[src/rtl/matvec_sequencer_if.sv]
// Avalon-MM read-only bus between the matvec sequencer (master) and the memory wrapper (slave).
interface matvec_sequencer_if #(
    parameter int ADDR_WIDTH = 32,
    parameter int WORD_WIDTH = 64
);
    logic [ADDR_WIDTH-1:0] address;
    logic                  read;
    logic [WORD_WIDTH-1:0] readdata;
    logic                  readdatavalid;
    logic                  waitrequest;

    // read/address are held while waitrequest=1; a read is accepted on an edge
    // with read=1 and waitrequest=0; readdatavalid later qualifies readdata for one cycle.
    modport master (
        output address, read,
        input  readdata, readdatavalid, waitrequest
    );

    modport slave (
        input  address, read,
        output readdata, readdatavalid, waitrequest
    );
endinterface

[src/rtl/matvec_sequencer.sv]
// Sequencer for the 8x8 matrix-vector datapath: fetches B then A rows from memory,
// unpacks them byte-wise into the FIFOs, runs one MAC pass and waits for the drain.
module matvec_sequencer #(
    parameter int                    DATA_WIDTH = 8,
    parameter int                    NUM_ROWS   = 8,
    parameter int                    NUM_COLS   = 8,
    parameter int                    ADDR_WIDTH = 32,
    parameter logic [ADDR_WIDTH-1:0] BASE_ADDR  = '0
) (
    input  logic                  clk,
    input  logic                  rst_n,
    input  logic                  start,
    output logic                  busy,
    output logic                  done,
    matvec_sequencer_if.master    mem,
    output logic [DATA_WIDTH-1:0] fifo_wdata,
    output logic [NUM_ROWS-1:0]   wrreq_A,
    output logic                  wrreq_B,
    input  logic [NUM_ROWS-1:0]   wrfull_A,
    input  logic                  wrfull_B,
    output logic                  mac_clr,
    output logic                  calc_en,
    output logic [2:0]            dbg_state
);
    localparam int WORD_W = NUM_COLS * DATA_WIDTH;
    localparam int W_W    = $clog2(NUM_ROWS + 1);
    localparam int B_W    = $clog2(NUM_COLS + 1);
    localparam int C_MAX  = (NUM_ROWS > NUM_COLS) ? NUM_ROWS : NUM_COLS;
    localparam int C_W    = $clog2(C_MAX + 1);

    typedef enum logic [2:0] {
        S_IDLE   = 3'd0,
        S_CLEAR  = 3'd1,
        S_REQ    = 3'd2,
        S_WAIT   = 3'd3,
        S_UNPACK = 3'd4,
        S_CALC   = 3'd5,
        S_DRAIN  = 3'd6,
        S_DONE   = 3'd7
    } state_t;

    state_t              state_q, state_d;
    logic [W_W-1:0]      w_q, w_d;
    logic [B_W-1:0]      b_q, b_d;
    logic [C_W-1:0]      cnt_q, cnt_d;
    logic [WORD_W-1:0]   word_q, word_d;
    logic [DATA_WIDTH-1:0] sel_byte;
    logic                tgt_full;

    always_ff @(posedge clk or negedge rst_n) begin
        if (!rst_n) begin
            state_q <= S_IDLE;
            w_q     <= '0;
            b_q     <= '0;
            cnt_q   <= '0;
            word_q  <= '0;
        end else begin
            state_q <= state_d;
            w_q     <= w_d;
            b_q     <= b_d;
            cnt_q   <= cnt_d;
            word_q  <= word_d;
        end
    end

    // Current byte and full flag of the FIFO that word w feeds (w=0 is B, else A row w-1).
    always_comb begin
        sel_byte = '0;
        for (int i = 0; i < NUM_COLS; i++) begin
            if (b_q == B_W'(i)) sel_byte = word_q[i*DATA_WIDTH +: DATA_WIDTH];
        end
        tgt_full = wrfull_B;
        for (int r = 0; r < NUM_ROWS; r++) begin
            if (w_q == W_W'(r + 1)) tgt_full = wrfull_A[r];
        end
    end

    always_comb begin
        state_d = state_q;
        w_d     = w_q;
        b_d     = b_q;
        cnt_d   = cnt_q;
        word_d  = word_q;
        case (state_q)
            S_IDLE, S_DONE: begin
                if (start) state_d = S_CLEAR;
            end
            S_CLEAR: begin
                w_d     = '0;
                state_d = S_REQ;
            end
            S_REQ: begin
                if (!mem.waitrequest) state_d = S_WAIT;
            end
            S_WAIT: begin
                if (mem.readdatavalid) begin
                    word_d  = mem.readdata;
                    b_d     = '0;
                    state_d = S_UNPACK;
                end
            end
            S_UNPACK: begin
                if (!tgt_full) begin
                    b_d = b_q + 1'b1;
                    if (b_q == B_W'(NUM_COLS - 1)) begin
                        if (w_q < W_W'(NUM_ROWS)) begin
                            w_d     = w_q + 1'b1;
                            state_d = S_REQ;
                        end else begin
                            cnt_d   = '0;
                            state_d = S_CALC;
                        end
                    end
                end
            end
            S_CALC: begin
                cnt_d = cnt_q + 1'b1;
                if (cnt_q == C_W'(NUM_COLS - 1)) begin
                    cnt_d   = '0;
                    state_d = S_DRAIN;
                end
            end
            S_DRAIN: begin
                cnt_d = cnt_q + 1'b1;
                if (cnt_q == C_W'(NUM_ROWS - 1)) begin
                    cnt_d   = '0;
                    state_d = S_DONE;
                end
            end
            default: state_d = S_IDLE;
        endcase
    end

    // Outputs decode state/counters only, so reset forces them all to 0 at once.
    always_comb begin
        mem.read    = (state_q == S_REQ);
        mem.address = (state_q == S_REQ) ? (BASE_ADDR + ADDR_WIDTH'(w_q)) : '0;
        busy        = (state_q != S_IDLE) && (state_q != S_DONE);
        done        = (state_q == S_DONE);
        mac_clr     = (state_q == S_CLEAR);
        calc_en     = (state_q == S_CALC);
        fifo_wdata  = (state_q == S_UNPACK) ? sel_byte : '0;
        wrreq_B     = (state_q == S_UNPACK) && (w_q == '0) && !wrfull_B;
        wrreq_A     = '0;
        for (int r = 0; r < NUM_ROWS; r++) begin
            wrreq_A[r] = (state_q == S_UNPACK) && (w_q == W_W'(r + 1)) && !wrfull_A[r];
        end
        dbg_state   = state_q;
    end
endmodule

[src/flat_wrapper.sv]
// flat-port wrapper written by rule: the top's interface ports become plain ports
module matvec_sequencer_flat 
#(
    parameter int                    DATA_WIDTH = 8,
    parameter int                    NUM_ROWS   = 8,
    parameter int                    NUM_COLS   = 8,
    parameter int                    ADDR_WIDTH = 32,
    parameter logic [ADDR_WIDTH-1:0] BASE_ADDR  = '0
)
  (clk, rst_n, start, busy, done, fifo_wdata, wrreq_A, wrreq_B, wrfull_A, wrfull_B, mac_clr, calc_en, dbg_state, mem_address, mem_read, mem_readdata, mem_readdatavalid, mem_waitrequest);
  matvec_sequencer_if #(.ADDR_WIDTH(ADDR_WIDTH), .WORD_WIDTH(64)) mem_i ();
  input  logic clk;
  input  logic rst_n;
  input  logic start;
  output logic busy;
  output logic done;
  output logic [DATA_WIDTH-1:0] fifo_wdata;
  output logic [NUM_ROWS-1:0] wrreq_A;
  output logic wrreq_B;
  input  logic [NUM_ROWS-1:0] wrfull_A;
  input  logic wrfull_B;
  output logic mac_clr;
  output logic calc_en;
  output logic [2:0] dbg_state;
  output wire logic [$bits(mem_i.address)-1:0] mem_address;
  output wire logic [$bits(mem_i.read)-1:0] mem_read;
  input wire logic [$bits(mem_i.readdata)-1:0] mem_readdata;
  input wire logic [$bits(mem_i.readdatavalid)-1:0] mem_readdatavalid;
  input wire logic [$bits(mem_i.waitrequest)-1:0] mem_waitrequest;
  assign mem_address = mem_i.address;
  assign mem_read = mem_i.read;
  assign mem_i.readdata = mem_readdata;
  assign mem_i.readdatavalid = mem_readdatavalid;
  assign mem_i.waitrequest = mem_waitrequest;
  matvec_sequencer #(.DATA_WIDTH(DATA_WIDTH), .NUM_ROWS(NUM_ROWS), .NUM_COLS(NUM_COLS), .ADDR_WIDTH(ADDR_WIDTH), .BASE_ADDR(BASE_ADDR)) u_core (.clk(clk), .rst_n(rst_n), .start(start), .busy(busy), .done(done), .mem(mem_i), .fifo_wdata(fifo_wdata), .wrreq_A(wrreq_A), .wrreq_B(wrreq_B), .wrfull_A(wrfull_A), .wrfull_B(wrfull_B), .mac_clr(mac_clr), .calc_en(calc_en), .dbg_state(dbg_state));
endmodule
[config.mk]
export PLATFORM = sky130hd
export DESIGN_NAME = matvec_sequencer_flat
export DESIGN_NICKNAME = d
export VERILOG_FILES = /design/src/rtl/matvec_sequencer_if.sv /design/src/rtl/matvec_sequencer.sv /design/src/flat_wrapper.sv
export SDC_FILE = /design/constraint.sdc
export NUM_CORES = 1
export LEC_CHECK = 0
export CAP_MARGIN = 10
export CORE_ASPECT_RATIO = 1.75
export CORE_MARGIN = 2
export CORE_UTILIZATION = 50
export DETAILED_ROUTE_END_ITERATION = 10
export PLACE_DENSITY = 0.85
export SKIP_LAST_GASP = 1
export SYNTH_ARGS = -nofsm -noshare
export SYNTH_HDL_FRONTEND = slang
export SYNTH_SLANG_ARGS = --single-unit
[constraint.sdc]
create_clock -name clk -period 7 [get_ports clk]
set_input_delay 2.1 -clock clk [delete_from_list [all_inputs] [get_ports clk]]
set_output_delay 2.1 -clock clk [all_outputs]
set_load 0.05 [all_outputs]
**Word level (Yosys, flattened, before mapping)**

Cells that the tools add are included.

- Flip-flop bits (word level): 79
- Word-level logic and storage cells: 123

- Add/sub/neg operators: 3
- Magnitude comparators: 1
- Eq/ne operators: 33
- Multiplexer cells: 39
- Reductions and logical operators: 42

Operator list:

| operator | number |
|---|---|
| two-way mux 8 bit | 9 |
| two-way mux 4 bit | 10 |
| equality test 4 x 3 -> 1 bit (second input constant) | 9 |
| two-way mux 3 bit | 8 |
| one-hot mux 4 bit (2 select lines) | 3 |
| one-hot mux 3 bit (7 select lines) | 1 |
| logical AND 1 bit | 19 |
| equality test 4 x 2 -> 1 bit (second input constant) | 4 |
| adder 4 x 1 -> 4 bit (second input constant) | 3 |
| equality test 3 bit (second input constant) | 4 |
| != test 2 bit (second input constant) | 5 |
| zero test 1 bit | 9 |
| equality test 4 x 1 -> 1 bit (second input constant) | 2 |
| zero test 4 bit | 2 |
| two-way mux 1 bit | 8 |
| != test 2 x 1 -> 1 bit (second input constant) | 4 |
| AND reduction 4 bit | 2 |
| AND reduction 7 bit | 1 |
| equality test 3 x 2 -> 1 bit (second input constant) | 2 |
| nonzero test 2 bit | 3 |
| equality test 4 bit (second input constant) | 1 |
| < comparator 4 bit (second input constant) | 1 |
| OR reduction 2 bit | 2 |
| equality test 3 x 1 -> 1 bit (second input constant) | 1 |
| 5 further kinds | 5 |

**Depth between registers and ports, before layout**

Gate-level depths: netlist (run 1).

- Depth after elaboration: 11
- Depth in mapped cells: 10
- Gate-level depth less buffers: 8

**Least setup slack after synthesis (run 1)**

Ideal clock, no wire load.

- Path kind: input-to-output
- Start: in wrfull_A[0]
- End: out wrreq_A[0]
- Data arrival time: 3.258 ns
- Slack: 1.642 ns
- Stages on the path: 1
- Buffers on the path: 0
- Path through: nor3b_1

- Cells in the longest elaborated chain, start to end: 2

RTL lines:

| item | RTL line | text |
|---|---|---|
| from (decl) | flat_wrapper.sv:20 | `input logic [NUM_ROWS-1:0] wrfull_A;` |
| zero test 1 bit | matvec_sequencer.sv:146 | `wrreq_A[r] = (state_q == S_UNPACK) && (w_q == W_W'(r + 1)) && !wrfull_A[r];` |
| logical AND 1 bit | matvec_sequencer.sv:146 |  |
| to (decl) | flat_wrapper.sv:18 | `output logic [NUM_ROWS-1:0] wrreq_A;` |

No other way between the ends.

**Worst setup path after layout (run 1)**

- Start: in wrfull_A[7]
- End: out wrreq_A[7]

The elaborated chain is that of the path after synthesis.

==> results.py, run 1 <==
metrics = {
    "clock_tree": {
        "post_cts_buffers": 0,
        "clockRootBuffer": "clkbuf_16",
        "cts_tree": "built",
        "cts_sinks": 79,
        "htree_levels": 3,
        "cts_buffers": 9,
        "cts_buffer_depth": 2,
        "clk_pin_slew_ps": 60,
        "cts_resized": 0,
        "worstSkewPairLatency_ps": 340,
        "hold_buffers": 0,
    },
    "drt": {
        "postRouteAntennaNets": 0,
        "vias": 3650,
        "wl_per_cell_microns": 16.9,
        "dr.pass1.iters": 4,
        "wirelength_microns": 11200,
        "drc": 0,
        "drt_iter0_markers": 106,
        "vias_per_cell": 5.49,
    },
    "pwr": {
        "internal_power_mw": 1.46,
        "p_clk_share_pct": 19.2,
        "p_per_area_mw_per_mm2": 415,
        "leakage_nw": 2.46,
        "sw_frac_of_total_pct": 40.1,
        "p_switching_mw": 0.974,
        "combPwrFrac_pct": 45.7,
        "irDropWorstVdd_uv": 227,
        "p_seq_share_pct": 35.1,
    },
    "worst_setup_path": {
        "setup.worst_path.end_class": "output port",
        "worstPathArrival_ps": 3690,
        "crit_path_frequent_cell": "clkdlybuf4s50_1",
        "path_cells": "clkdlybuf4s50_1, nor3_1, clkdlybuf4s50_1",
        "critical_path.startpoint_type": "primary input",
        "critPathKind": "in2out",
        "slowest_stage": "clkdlybuf4s50_1",
        "path_delay_family": "buffers and inverters",
        "cp_max_fo": 4,
        "crit_required_ps": 4900,
        "crit_buf_inv": 2,
        "slowest_delay_ps": 850,
    },
    "placed_design": {
        "port_buffers": 106,
        "gp_congestion": 0.871,
        "preCtsSetupSlack_ps": 1250,
        "hpwlAfterDp_microns": 8450,
        "placed_area_sq_mm": 0.00556,
    },
    "synthesis": {
        "async_flop_share_pct": 100,
        "synth_edf_count": 0,
        "yosysWarnings": 0,
        "ys_types": 47,
        "seq_area_frac_synth_pct": 43.3,
        "avgSynthCellArea_sq_um": 10.2,
        "synthCells": 448,
        "synth_area_sq_mm": 0.00457,
        "synth_ff_type": "dfrtp_1",
        "ys_ff_latch": 79,
    },
    "cells_and_area": {
        "nFillCells": 722,
        "layout_common_cells": "clkdlybuf4s50_1, dfrtp_1, mux2_2",
        "drive_gt1_share_pct": 16.9,
        "fin_area_sq_mm": 0.00586,
        "syn2layout_area_growth_pct": 28.2,
        "n_antenna_cell": 0,
        "mostFrequentLayoutCell": "clkdlybuf4s50_1",
        "finish.utilization_pct": 65.2,
        "layout.nets": 627,
    },
    "sta": {
        "fin_skew_ps": 9.69,
        "post-route-period-util_pct": 82.6,
        "hold_ws_ps": 507,
        "fin_crit_ps": 5790,
        "clock.fmax_mhz": 173,
        "tightest_slew_ps": 1000,
        "slew_viol_final": 0,
        "max-slew-margin-rel_pct": 33.3,
        "setup_slack_ps": 1210,
        "hold_viol": 0,
        "rsz0062_at_grt": "no",
        "fin_setup_tns_ps": 0,
        "setup_viol": 0,
    },
    "flow_run": {
        "cap_violations": 0,
    },
    "floorplanning": {
        "fp-row-count": 46,
        "chipWidth_microns": 76.3,
        "fp.coreArea_sq_mm": 0.00898,
        "die_y_microns": 130,
        "dieArea_sq_mm": 0.00995,
        "ios": 135,
        "start_util_pct": 50.9,
    },
    "global_routing": {
        "grt_max_degree": 80,
        "grt_pass1_vias": 3830,
        "track_usage_pct": 23.5,
        "overflow": 0,
        "grt_first_pass_wirelength_microns": 18000,
        "antenna_found_initial": 0,
    },
    "run_status": {
        "status": "finished clean",
    },
    "hold_path": {
        "hold_path.class": "reg2reg",
    },
}
-- logic make-up (layout without fill, tap and decap cells) --
group | count (synthesis) | count (layout) | synth area share, %
AO/OA/AOI/OAI | 97 | 97 | 14.0
adder cells (fa/ha/maj) | 10 | 10 | 2.68
other | 1 | 28 | 0.0820
multiplexers | 76 | 76 | 18.4
buffers and inverters | 63 | 133 | 8.27
flip-flops | 79 | 79 | 43.3
AND/OR/NAND/NOR | 122 | 122 | 13.3
-- sequential cells by signal, summed over array words and instances (netlist names) --
register	flops
u_core.w_q	4
u_core.word_q	64
u_core.cnt_q	4
u_core.dbg_state	3
u_core.b_q	4
-- cells in the mapped netlist (2+ instances only) --
library cell / n / area share [%]
dfrtp_1: 79 / 43
mux2_2: 65 / 16
nand2_1: 47 / 3.9
a21oi_1: 43 / 4.7
buf_4: 30 / 4.9
nor2_1: 29 / 2.4
clkbuf_1: 18 / 1.5
mux2i_1: 11 / 2.4
nand3b_1: 11 / 1.8
o31ai_1: 10 / 1.6
a211oi_1: 9 / 1.5
ha_1: 9 / 2.5
inv_1: 8 / 0.66
nor3b_1: 8 / 1.3
o21ai_0: 8 / 0.88
nor2b_1: 6 / 0.82
nor3_1: 6 / 0.66
nand2b_1: 5 / 0.68
o41ai_1: 4 / 0.77
a31oi_1: 3 / 0.41
buf_6: 3 / 0.74
nand3_1: 3 / 0.33
o21ai_1: 3 / 0.33
a21o_1: 2 / 0.33
a2bb2oi_1: 2 / 0.38
and3_1: 2 / 0.27
buf_1: 2 / 0.16
o211ai_1: 2 / 0.33
o21ai_2: 2 / 0.38
-- layer usage --
layer / GRT usage (%) / up-vias / wire length, microns
met1: 23.0 / 1741 / 3910
met4: 14.9 / 0 / 489
met3: 5.15 / 38 / 573
met5: 0 / - / 0
met2: 44.5 / 150 / 6280
li1: - / 1721 / -
-- power by group through the flow --
| stage | clock network [mW] | registers (mW) | logic (mW) |
|---|---|---|---|
| 2_1_floorplan | 0 | 0.802 | 0.866 |
| 3_3_place_gp | 0 | 0.842 | 1.07 |
| 3_5_place_dp | 0 | 0.857 | 1.11 |
| 4_1_cts | 0.476 | 0.850 | 1.11 |
| 5_1_grt | 0.499 | 0.881 | 1.20 |
| 6_report | 0.466 | 0.854 | 1.11 |
-- area by class of cell --
cell class	instances	area [sq um]	share of cell area (%)
Clock buffer	12	246	4.21
Clock inverter	4	55.1	0.940
Inverter	9	38.8	0.662
Multi-Input combinational cell	333	2320	39.6
Sequential cell	79	1980	33.7
Tap cell	120	150	2.56
Timing Repair Buffer	108	1070	18.3
-- stage by stage --
stage	total power [mW]	cells
after floorplan	1.67	475
after global placement	1.91	649
after detailed placement	1.96	649
after CTS	2.44	665
after global routing	2.58	665
final	2.43	665
-- path summary, 6_finish.rpt --
check                                 start                   to  slack, ps  cells past startpoint
max                             wrfull_A[7]           wrreq_A[7]       1210                      3
min reg2reg                u_core.word_q[0]     u_core.word_q[0]        510                      1
min in group asynchronous             rst_n    u_core.word_q[19]       1890                      1
min                        u_core.word_q[0]     u_core.word_q[0]        510                      1
max in group asynchronous             rst_n        u_core.w_q[1]       4430                      1
max reg2reg                   u_core.w_q[1]  u_core.dbg_state[1]       4450                      8
Note: power is estimated with default switching activity, not from simulation.
==> run 2: changes to the inputs <==
- CORE_UTILIZATION: 50 -> 48
- PLACE_DENSITY: 0.85 -> 0.82
- clock period: 7 -> 6 ns (I/O delays scaled with it)
==> results.py, run 2 (synthesis results as in run 1) <==
metrics = {
    "run_status": {
        "status": "finished clean",
    },
    "worst_setup_path": {
        "worstReg2RegEnd": "u_core.w_q[2]",
        "path_depth": 9,
        "cp_max_fo": 32,
        "crit_required_ps": 4200,
        "setup.worst_path.end_class": "output port",
        "crit_buf_inv": 2,
        "crit_path_end": "fifo_wdata[2]",
        "critPathKind": "reg2out",
        "path_delay_family": "buffers and inverters",
        "crit_path_frequent_cell": "a21oi_1",
        "cp-startpoint": "u_core.b_q[1]",
        "worstPathArrival_ps": 3400,
        "critical_path.startpoint_type": "register",
        "slowest_delay_ps": 870,
        "r2r-start": "u_core.b_q[0]",
        "r2r_cells": 6,
        "ff2ff_setup_slack_ps": 3440,
        "path_cells": "inv_1, ha_1, nand2_1, a21oi_1, a21oi_1, nor2_1, a211oi_1, o31ai_1, clkdlybuf4s50_1",
        "slowest_stage": "clkdlybuf4s50_1",
    },
    "clock_tree": {
        "cts_sinks": 79,
        "cts_tree": "built",
        "cts_resized": 0,
        "clk_pin_slew_ps": 60,
        "cts_buffer_depth": 2,
        "post_cts_buffers": 0,
        "cts_buffers": 9,
        "hold_buffers": 0,
        "worstSkewPairLatency_ps": 340,
        "clockRootBuffer": "clkbuf_16",
        "htree_levels": 3,
    },
    "cells_and_area": {
        "mostFrequentLayoutCell": "clkdlybuf4s50_1",
        "regMostFlops": "u_core.word_q",
        "n_antenna_cell": 0,
        "syn2layout_area_growth_pct": 27.9,
        "fin_area_sq_mm": 0.00584,
        "largest_reg_flops": 64,
        "layout_common_cells": "clkdlybuf4s50_1, dfrtp_1, mux2_2",
        "layout.nets": 627,
        "drive_gt1_share_pct": 17.2,
    },
    "global_routing": {
        "grt_max_degree": 80,
        "antenna_found_initial": 0,
        "track_usage_pct": 22.0,
        "overflow": 0,
        "grt_first_pass_wirelength_microns": 17700,
        "grt_pass1_vias": 3696,
    },
    "floorplanning": {
        "fp-row-count": 47,
        "die_y_microns": 133,
        "start_util_pct": 48.9,
        "ios": 135,
        "dieArea_sq_mm": 0.0103,
        "chipWidth_microns": 77.8,
        "fp.coreArea_sq_mm": 0.00935,
    },
    "flow_run": {
        "cap_violations": 0,
    },
    "drt": {
        "postRouteAntennaNets": 0,
        "drc": 0,
        "drt_iter0_markers": 162,
        "dr.pass1.iters": 5,
        "vias_per_cell": 5.43,
        "wl_per_cell_microns": 16.1,
        "vias": 3621,
        "wirelength_microns": 10800,
    },
    "pwr": {
        "p_per_area_mw_per_mm2": 475,
        "leakage_nw": 2.45,
        "irDropWorstVdd_uv": 301,
    },
    "sta": {
        "tightest_slew_ps": 984,
        "fin_setup_tns_ps": 0,
        "rsz0062_at_grt": "no",
        "clock.fmax_mhz": 192,
        "max-slew-margin-rel_pct": 34.4,
        "slew_viol_final": 0,
        "fin_skew_ps": 4.09,
        "setup_viol": 0,
        "hold_viol": 0,
        "fin_crit_ps": 5200,
        "post-route-period-util_pct": 86.6,
    },
    "hold_path": {
        "hold_path.class": "reg2reg",
    },
    "placed_design": {
        "port_buffers": 106,
        "placed_area_sq_mm": 0.00556,
        "hpwlAfterDp_microns": 7980,
        "gp_congestion": 0.864,
    },
}
## run 2: cell types whose count changed in the layout (fill, tap and decap cells not counted), sizes merged
cell / previous run / this run
bufinv: 1 / 0
clkbuf: 12 / 11
clkinvlp: 1 / 3
## run 2: worst min path at each step
stage | start | endpoint | cells after the start
5_1_grt | u_core.word_q[52] | u_core.word_q[52] | 1
6_report | u_core.word_q[39] | u_core.word_q[39] | 1
3_5_place_dp | u_core.word_q[34] | u_core.word_q[34] | 1
3_3_place_gp | u_core.cnt_q[2] | u_core.cnt_q[2] | 1
2_1_floorplan | u_core.cnt_q[2] | u_core.cnt_q[2] | 1
4_1_cts | u_core.word_q[24] | u_core.word_q[24] | 1
## run 2: power by group
group | internal (mW) | switching (mW) | leakage [nW]
clock network | 0.301 | 0.211 | 0.134
logic | 0.574 | 0.698 | 1.36
registers | 0.791 | 0.201 | 0.958
## run 2: worst register-to-register path: cells and delay by family (launching register included)
kind / cells / cell delay (ps)
and+or+nand+nor: 2 / 850
adders and majority gates: 1 / 600
AOI/OAI and AO/OA: 3 / 580
DFF: 1 / 440
## run 2: through the flow
stage	setup slack, ps	hold slack [ps]	cells	util, %	power, mW
after global routing	471	522	667	62.5	2.97
after detailed placement	838	493	651	59.5	2.26
after floorplan	1240	465	475	-	1.95
after global placement	890	488	651	59.5	2.22
after CTS	764	507	667	62.5	2.78
final	802	504	667	62.5	2.78
## run 2: layout make-up
cell class	instances	area, sq um
fillers	743	3510
clock buffers	11	253
repair buffers	108	1070
clock inverters	5	32.5
flip-flops and latches	79	1980
multi-input cells	333	2320
inverters	9	38.8
well taps	122	153
## run 2: layer usage
metal / share of wire, % / track usage (%) / vias up
met5: 0 / 0 / -
met2: 54 / 39.7 / 144
li1: - / - / 1723
met3: 4.8 / 2.86 / 30
met4: 4.0 / 13.5 / 0
met1: 37 / 23.8 / 1724
==> run 3: changes to the inputs <==
- CTS_CLUSTER_SIZE: unset -> 40
- HOLD_SLACK_MARGIN: unset -> 0.02
==> results of run 3 <==
Final layout, timing and power as in run 2 (identical DEF).
